$ cat src/rtl/rv_ctrl_pkg.sv
// Shared types and constants for the multi-cycle RV32I control path:
// the controller state set, ALU operation codes, opcodes and mux selects.
package rv_ctrl_pkg;

  localparam int ALU_W = 6;

  typedef enum logic [3:0] {
    S_FETCH,
    S_DECODE,
    S_EXEC_R,
    S_EXEC_I,
    S_ALU_WB,
    S_MEM_ADDR,
    S_MEM_RD,
    S_MEM_WB,
    S_MEM_WR,
    S_BR_TGT,
    S_BR_CMP,
    S_PC_INC,
    S_HALT
  } state_t;

  // ALU operation codes understood by the datapath ALU
  localparam logic [ALU_W-1:0] ALU_ADD  = 6'd0;
  localparam logic [ALU_W-1:0] ALU_SUB  = 6'd1;
  localparam logic [ALU_W-1:0] ALU_AND  = 6'd2;
  localparam logic [ALU_W-1:0] ALU_OR   = 6'd3;
  localparam logic [ALU_W-1:0] ALU_XOR  = 6'd4;
  localparam logic [ALU_W-1:0] ALU_SLL  = 6'd5;
  localparam logic [ALU_W-1:0] ALU_SRL  = 6'd6;
  localparam logic [ALU_W-1:0] ALU_SRA  = 6'd7;
  localparam logic [ALU_W-1:0] ALU_SLT  = 6'd8;
  localparam logic [ALU_W-1:0] ALU_SLTU = 6'd9;

  // Major opcodes of the executed subset
  localparam logic [6:0] OPC_OP     = 7'b0110011;
  localparam logic [6:0] OPC_OP_IMM = 7'b0010011;
  localparam logic [6:0] OPC_LOAD   = 7'b0000011;
  localparam logic [6:0] OPC_STORE  = 7'b0100011;
  localparam logic [6:0] OPC_BRANCH = 7'b1100011;

  localparam logic [2:0] F3_BEQ = 3'b000;
  localparam logic [2:0] F3_BNE = 3'b001;

  // Datapath mux selects
  localparam logic       SRCA_REG     = 1'b0;
  localparam logic       SRCA_PC      = 1'b1;
  localparam logic [1:0] SRCB_REG     = 2'b00;
  localparam logic [1:0] SRCB_FOUR    = 2'b01;
  localparam logic [1:0] SRCB_IMM     = 2'b10;
  localparam logic       PCSRC_ALUOUT = 1'b0;
  localparam logic       PCSRC_RESULT = 1'b1;
  localparam logic       IORD_ALUOUT  = 1'b0;
  localparam logic       IORD_PC      = 1'b1;
  localparam logic       WB_MDR       = 1'b0;
  localparam logic       WB_ALUOUT    = 1'b1;

  // Only BEQ and BNE are executed; every other branch funct3 is illegal
  function automatic logic is_supported_branch(input logic [2:0] funct3);
    return (funct3 == F3_BEQ) || (funct3 == F3_BNE);
  endfunction

endpackage

$ cat src/rtl/alu_decoder.sv
// Combinational translation of opcode/funct3/funct7[5] into an ALU code.
// Only ALU-class opcodes are decoded; anything else reads as ADD.
module alu_decoder
  import rv_ctrl_pkg::*;
(
  input  logic [6:0]       opcode,
  input  logic [2:0]       funct3,
  input  logic             funct7_b5,
  output logic [ALU_W-1:0] alu_cnt
);

  logic is_r;
  logic is_alu;

  // funct7[5] selects SUB only for register-register ops, but SRA for both
  always_comb begin
    is_r    = (opcode == OPC_OP);
    is_alu  = is_r || (opcode == OPC_OP_IMM);
    alu_cnt = ALU_ADD;
    if (is_alu) begin
      case (funct3)
        3'b000:  alu_cnt = (is_r && funct7_b5) ? ALU_SUB : ALU_ADD;
        3'b001:  alu_cnt = ALU_SLL;
        3'b010:  alu_cnt = ALU_SLT;
        3'b011:  alu_cnt = ALU_SLTU;
        3'b100:  alu_cnt = ALU_XOR;
        3'b101:  alu_cnt = funct7_b5 ? ALU_SRA : ALU_SRL;
        3'b110:  alu_cnt = ALU_OR;
        default: alu_cnt = ALU_AND;
      endcase
    end
  end

endmodule

$ cat src/rtl/multicycle_control_fsm.sv
// Control FSM for the unpipelined multi-cycle RV32I datapath. Walks each
// instruction through fetch, decode, execute/memory and write-back, and
// drives every datapath control line from the current state, the IR and
// the ALU zero flag.
module multicycle_control_fsm
  import rv_ctrl_pkg::*;
#(
  parameter int ALU_CNT_W = 6,
  parameter int OPC_W     = 7
) (
  input  logic                 clk,
  input  logic                 rst,
  input  logic [31:0]          instruction31_0,
  input  logic                 zero,
  input  logic                 eof,
  output logic                 next_instruct,
  output logic                 IorD,
  output logic                 mem_read,
  output logic                 mem_write,
  output logic                 IRwrite,
  output logic                 MemtoReg,
  output logic                 reg_write,
  output logic                 ALUSrcA,
  output logic [1:0]           ALUSrcB,
  output logic                 PCSource,
  output logic [ALU_CNT_W-1:0] alu_cnt,
  output logic                 illegal,
  output logic                 halted
);

  state_t           state;
  state_t           next_state;
  logic [OPC_W-1:0] opcode;
  logic [2:0]       funct3;
  logic             funct7_b5;
  logic [ALU_W-1:0] dec_alu_cnt;
  logic [ALU_W-1:0] alu_sel;
  logic             pc_plus4;
  logic             unused_ir_bits;

  assign opcode    = instruction31_0[OPC_W-1:0];
  assign funct3    = instruction31_0[14:12];
  assign funct7_b5 = instruction31_0[30];

  // Register numbers and immediates belong to the datapath; gathered here
  // only so that lint sees every IR bit consumed.
  assign unused_ir_bits = ^{instruction31_0[31], instruction31_0[29:15],
                            instruction31_0[11:7]};

  alu_decoder u_alu_decoder (
    .opcode    (opcode),
    .funct3    (funct3),
    .funct7_b5 (funct7_b5),
    .alu_cnt   (dec_alu_cnt)
  );

  assign alu_cnt = ALU_CNT_W'(alu_sel);

  // State register; reset always restarts at FETCH, aborting any instruction
  always_ff @(posedge clk) begin
    if (rst) state <= S_FETCH;
    else     state <= next_state;
  end

  // Next-state and control outputs; reset forces every output low
  always_comb begin
    next_state    = state;
    pc_plus4      = 1'b0;
    next_instruct = 1'b0;
    IorD          = IORD_ALUOUT;
    mem_read      = 1'b0;
    mem_write     = 1'b0;
    IRwrite       = 1'b0;
    MemtoReg      = WB_MDR;
    reg_write     = 1'b0;
    ALUSrcA       = SRCA_REG;
    ALUSrcB       = SRCB_REG;
    PCSource      = PCSRC_ALUOUT;
    alu_sel       = ALU_ADD;
    illegal       = 1'b0;
    halted        = 1'b0;

    case (state)
      S_FETCH: begin
        if (eof) begin
          next_state = S_HALT;
        end else begin
          IorD       = IORD_PC;
          mem_read   = 1'b1;
          IRwrite    = 1'b1;
          next_state = S_DECODE;
        end
      end
      S_DECODE: begin
        if (opcode == OPC_OP) begin
          next_state = S_EXEC_R;
        end else if (opcode == OPC_OP_IMM) begin
          next_state = S_EXEC_I;
        end else if ((opcode == OPC_LOAD) || (opcode == OPC_STORE)) begin
          next_state = S_MEM_ADDR;
        end else if ((opcode == OPC_BRANCH) && is_supported_branch(funct3)) begin
          next_state = S_BR_TGT;
        end else begin
          illegal    = 1'b1;
          next_state = S_PC_INC;
        end
      end
      S_EXEC_R: begin
        ALUSrcA    = SRCA_REG;
        ALUSrcB    = SRCB_REG;
        alu_sel    = dec_alu_cnt;
        next_state = S_ALU_WB;
      end
      S_EXEC_I: begin
        ALUSrcA    = SRCA_REG;
        ALUSrcB    = SRCB_IMM;
        alu_sel    = dec_alu_cnt;
        next_state = S_ALU_WB;
      end
      S_ALU_WB: begin
        reg_write  = 1'b1;
        MemtoReg   = WB_ALUOUT;
        pc_plus4   = 1'b1;
        next_state = S_FETCH;
      end
      S_MEM_ADDR: begin
        ALUSrcA    = SRCA_REG;
        ALUSrcB    = SRCB_IMM;
        alu_sel    = ALU_ADD;
        next_state = (opcode == OPC_LOAD) ? S_MEM_RD : S_MEM_WR;
      end
      S_MEM_RD: begin
        IorD       = IORD_ALUOUT;
        mem_read   = 1'b1;
        next_state = S_MEM_WB;
      end
      S_MEM_WB: begin
        reg_write  = 1'b1;
        MemtoReg   = WB_MDR;
        pc_plus4   = 1'b1;
        next_state = S_FETCH;
      end
      S_MEM_WR: begin
        IorD       = IORD_ALUOUT;
        mem_write  = 1'b1;
        pc_plus4   = 1'b1;
        next_state = S_FETCH;
      end
      S_BR_TGT: begin
        ALUSrcA    = SRCA_PC;
        ALUSrcB    = SRCB_IMM;
        alu_sel    = ALU_ADD;
        next_state = S_BR_CMP;
      end
      S_BR_CMP: begin
        ALUSrcA = SRCA_REG;
        ALUSrcB = SRCB_REG;
        alu_sel = ALU_SUB;
        // funct3[0] distinguishes BNE (taken on non-zero) from BEQ
        if (funct3[0] ? ~zero : zero) begin
          PCSource      = PCSRC_ALUOUT;
          next_instruct = 1'b1;
          next_state    = S_FETCH;
        end else begin
          next_state = S_PC_INC;
        end
      end
      S_PC_INC: begin
        pc_plus4   = 1'b1;
        next_state = S_FETCH;
      end
      S_HALT: begin
        halted     = 1'b1;
        next_state = S_HALT;
      end
      default: begin
        next_state = S_FETCH;
      end
    endcase

    if (pc_plus4) begin
      ALUSrcA       = SRCA_PC;
      ALUSrcB       = SRCB_FOUR;
      alu_sel       = ALU_ADD;
      PCSource      = PCSRC_RESULT;
      next_instruct = 1'b1;
    end

    if (rst) begin
      next_instruct = 1'b0;
      IorD          = 1'b0;
      mem_read      = 1'b0;
      mem_write     = 1'b0;
      IRwrite       = 1'b0;
      MemtoReg      = 1'b0;
      reg_write     = 1'b0;
      ALUSrcA       = 1'b0;
      ALUSrcB       = 2'b00;
      PCSource      = 1'b0;
      alu_sel       = '0;
      illegal       = 1'b0;
      halted        = 1'b0;
    end
  end

endmodule
$ cat config.mk
export PLATFORM = sky130hd
export DESIGN_NAME = multicycle_control_fsm
export DESIGN_NICKNAME = d
export VERILOG_FILES = /design/src/rtl/rv_ctrl_pkg.sv /design/src/rtl/alu_decoder.sv /design/src/rtl/multicycle_control_fsm.sv
export SDC_FILE = /design/constraint.sdc
export NUM_CORES = 1
export LEC_CHECK = 0
export ABC_AREA = 1
export ABC_CLOCK_PERIOD_IN_PS = 1800
export CORE_AREA = 2 2 39 41
export DETAILED_ROUTE_END_ITERATION = 8
export DIE_AREA = 0 0 41 43
export DONT_BUFFER_PORTS = 1
export PLACE_DENSITY = 0.59
export SLEW_MARGIN = 5
export SYNTH_ARGS = -nofsm -noshare
export SYNTH_HDL_FRONTEND = slang
export SYNTH_SLANG_ARGS = --single-unit
$ cat constraint.sdc
create_clock -name clk -period 1.8 [get_ports clk]
set_clock_uncertainty 0.05 [all_clocks]
set_input_delay 0.45 -clock clk [delete_from_list [all_inputs] [get_ports clk]]
set_output_delay 0.45 -clock clk [all_outputs]
set_load 0.01 [all_outputs]
==> summary.txt, run 1 <==
Yosys
  • Dominant cells by area after synthesis: dfxtp_1 (13%), nand2_1 (13%), nor2_1 (13%)
  • Syn Area/Cell: 5.16 um^2
  • Post-synth top area share: 12.9%
  • Synth area leader: dfxtp_1
  • Post-synth EDFFs: 0
  • Post-synthesis instance area: 619 um^2
  • Synth cell count leaders: nand2_1 (21), nor2_1 (21), inv_1 (19), nand3_1 (13), a21oi_1 (7)
  • FFs w/ async S/R, synth: 0%
  • Top FF cell, synth: dfxtp_1
  • Synth Warn #: 0
  • Synth cell types: 23
  • Share of the yosys chip area belonging to registers: 12.9%
  • Gate Count Post-Synth: 120
  • #FFs+latches synth: 4

Place
  • # port buffers: 0
  • Routability cong.: around 0.9
  • Hpwl dp: 1270 um
  • Placed instance count: 140

Final layout
  • Area Overhead vs Synth: 54.7%
  • Number of diodes: 0
  • Largest Register: state
  • Max reg flops: 4
  • Post-layout nets: ~180
  • Fillers: 120
  • Flip-flop and latch area: between 90 and 100 um^2
  • Largest registers: state x4
  • Final Instance Count excl. Fillers: approximately 150
  • Multi-input logic area: 578 um^2
  • Share of layout cells above drive strength 1: a little under half

STA
  • Max Slew Vio Count: 0
  • Final Critical Period: 1.92 ns
  • Final worst setup slack: -0.120 ns
  • Achievable Freq: 521 MHz
  • # setup viols final: 8
  • WHS: 0.232 ns
  • RSZ-0062 raised after global routing: true
  • Final Hold Viols: 0
  • Crit share post-route: 107%

Drt
  • Routed Antenna Nets: 0
  • DR iter-0 viols: 20
  • DR vias: 832
  • Drt first pass iters: 4
  • DRT Wirelength: 2010 um
  • Residual DRC: 0
  • Vias per inst: 5.44
  • Routed len/inst: 13.1 um

Global route
  • First-pass GRT wire length: about 2700 um
  • GRT Residual Overflow: 0
  • Initial antenna violation count: 0
  • Largest net degree at the start of global routing: 11
  • GR Util All Layers: 21.7%
  • Vias in the first global route: between 700 and 800

Power
  • Switch share: 52.1%
  • Switch Pwr: 0.000703 W
  • Worst vdd ir: 0.000922 V
  • Power Dens Cells: 1410 nW/um^2
  • Power share of the clock group: 8.2%
  • Gate power share: between 70% and 80%
  • Leak: 0.449 nW
  • Reg power frac: 15.9%
  • Pint: between 0.0006 and 0.0007 W

CTS
  • H-tree levels: 1
  • Skew-Pair Late Insertion Delay: 0.24 ns
  • Number of hold buffers added after cts: 0
  • Clock slew at reported path FFs: 0.04 ns
  • CTS Buf Count: 3
  • # clock sinks: 4
  • CTS tree: done
  • CTS max path bufs: 2
  • Root Driver: clkbuf_4

Floorplanning
  • Row count: 14
  • I/O pin cnt: 55
  • Die area: 1760 um^2
  • Total core area: roughly 1400 um^2
  • Die W: between 40 and 50 um
  • Starting Density: 44.8%
  • Vert. Die Dim: about 43 um

Worst setup path
  • CP max stage cell: dfxtp_4
  • Req. time, crit path: roughly 1.3 ns
  • Max FO, Critical Path: 4
  • Crit path DAT: 1.42 ns
  • Crit-path max cell delay: 0.37 ns
  • CP Cell Sequence: inv_4 > nand2_4 > nand4_1 > nand2_2 > nor4_2 > buf_4
  • CP top delay family: simple AND/OR/NAND/NOR gates
  • Setup crit start kind: register
  • WS Path Type: register to primary output
  • Worst setup EP type: primary output
  • WP buf/inv: 2

Status
  • Failing checks: setup timing
  • Outcome: finished with violations

Hold path
  • HP Class: primary input to register

Job
  • Max_cap viols: 0
final timing paths:
path | endpoint | cells past startpoint | start | slack [ns]
hold reg to reg | state[3] | 4 | state[3] | 0.70
hold / removal | state[3] | 1 | rst | 0.23
setup / recovery | alu_cnt[3] | 6 | state[1] | -0.12
setup reg to reg | state[1] | 11 | state[2] | 0.26
layout make-up:
class | count | share of cell area (%)
sequential | 4 | 9.66
multi-input combinational | 88 | 60.3
inverter | 23 | 9.53
tap | 16 | 2.09
timing repair buffer | 19 | 16.1
clock buffer | 3 | 2.35
layout by cell type, fill, tap and decap left out:
cell type / n
clkbuf_4: 3
o21ai_0: 2
inv_1: 15
inv_4: 2
o21ai_1: 1
nand2_4: 4
o311ai_1: 1
nand3_1: 13
nand4_1: 3
dfxtp_2: 1
nor4_4: 1
nor3_1: 3
nand2_2: 7
o21a_1: 1
xnor2_1: 1
buf_6: 3
conb_1: 2
dfxtp_4: 3
nor4_2: 2
a41oi_1: 1
a21oi_2: 1
nor3_2: 1
xor2_1: 1
nand2_1: 15
nor2_4: 6
or2_4: 1
buf_4: 16
a21oi_4: 3
a21oi_1: 3
nor2_1: 12
inv_2: 6
nor2_2: 3
power groups by stage:
stage	Sequential, W	Combinational [W]	Clock (W)
after floorplan	0.000163	0.000462	0
after global placement	0.000168	0.000530	0
after detailed placement	0.000169	0.000539	0
after CTS	0.000170	0.000768	0.000117
after global routing	0.000221	0.00111	0.000123
final	0.000215	0.00103	0.000111
per-stage QoR:
stage                     total power, W  worst slack (ns)  setup TNS, ns  utilization [%]  area (um^2)
final                            0.00135            -0.120         -0.312             69.3          958
after global routing             0.00145            -0.196          -1.11             69.3          958
after global placement          0.000698           -0.0376        -0.0738             48.6          672
after detailed placement        0.000708           -0.0362        -0.0741             48.6          672
after floorplan                 0.000625           0.00749              0                -          623
after CTS                        0.00106            -0.140         -0.365             57.5          796
logic make-up (layout without fill, tap and decap cells):
| family | Yosys count | in the layout | synth area share [%] |
|---|---|---|---|
| flip-flops | 4 | 4 | 12.9 |
| AO/OA/AOI/OAI | 13 | 13 | 12.1 |
| buffers and inverters | 29 | 45 | 20.2 |
| AND/OR/NAND/NOR | 71 | 71 | 51.3 |
| other | 1 | 2 | 0.605 |
| XOR/XNOR | 2 | 2 | 2.83 |
layer usage:
layer	up-vias	part of all wire, %	track usage (%)
li1	412	-	-
met1	387	41	26.6
met2	29	50	35.3
met3	4	6.7	6.28
met4	0	1.9	5.33
met5	-	0	0
timing repair:
action,4_1_cts,5_1_grt
resized for setup,17,38
buffers inserted,7,3
pin swaps,8,12
setup endpoints to repair,13,14
No activity file was read; power rests on OpenSTA's default activity.
==> run 2: changes to the inputs <==
Settings changed: SLEW_MARGIN 5 to unset.
==> results of run 2 <==
No change in the layout: final DEF, timing and power equal those of run 1.
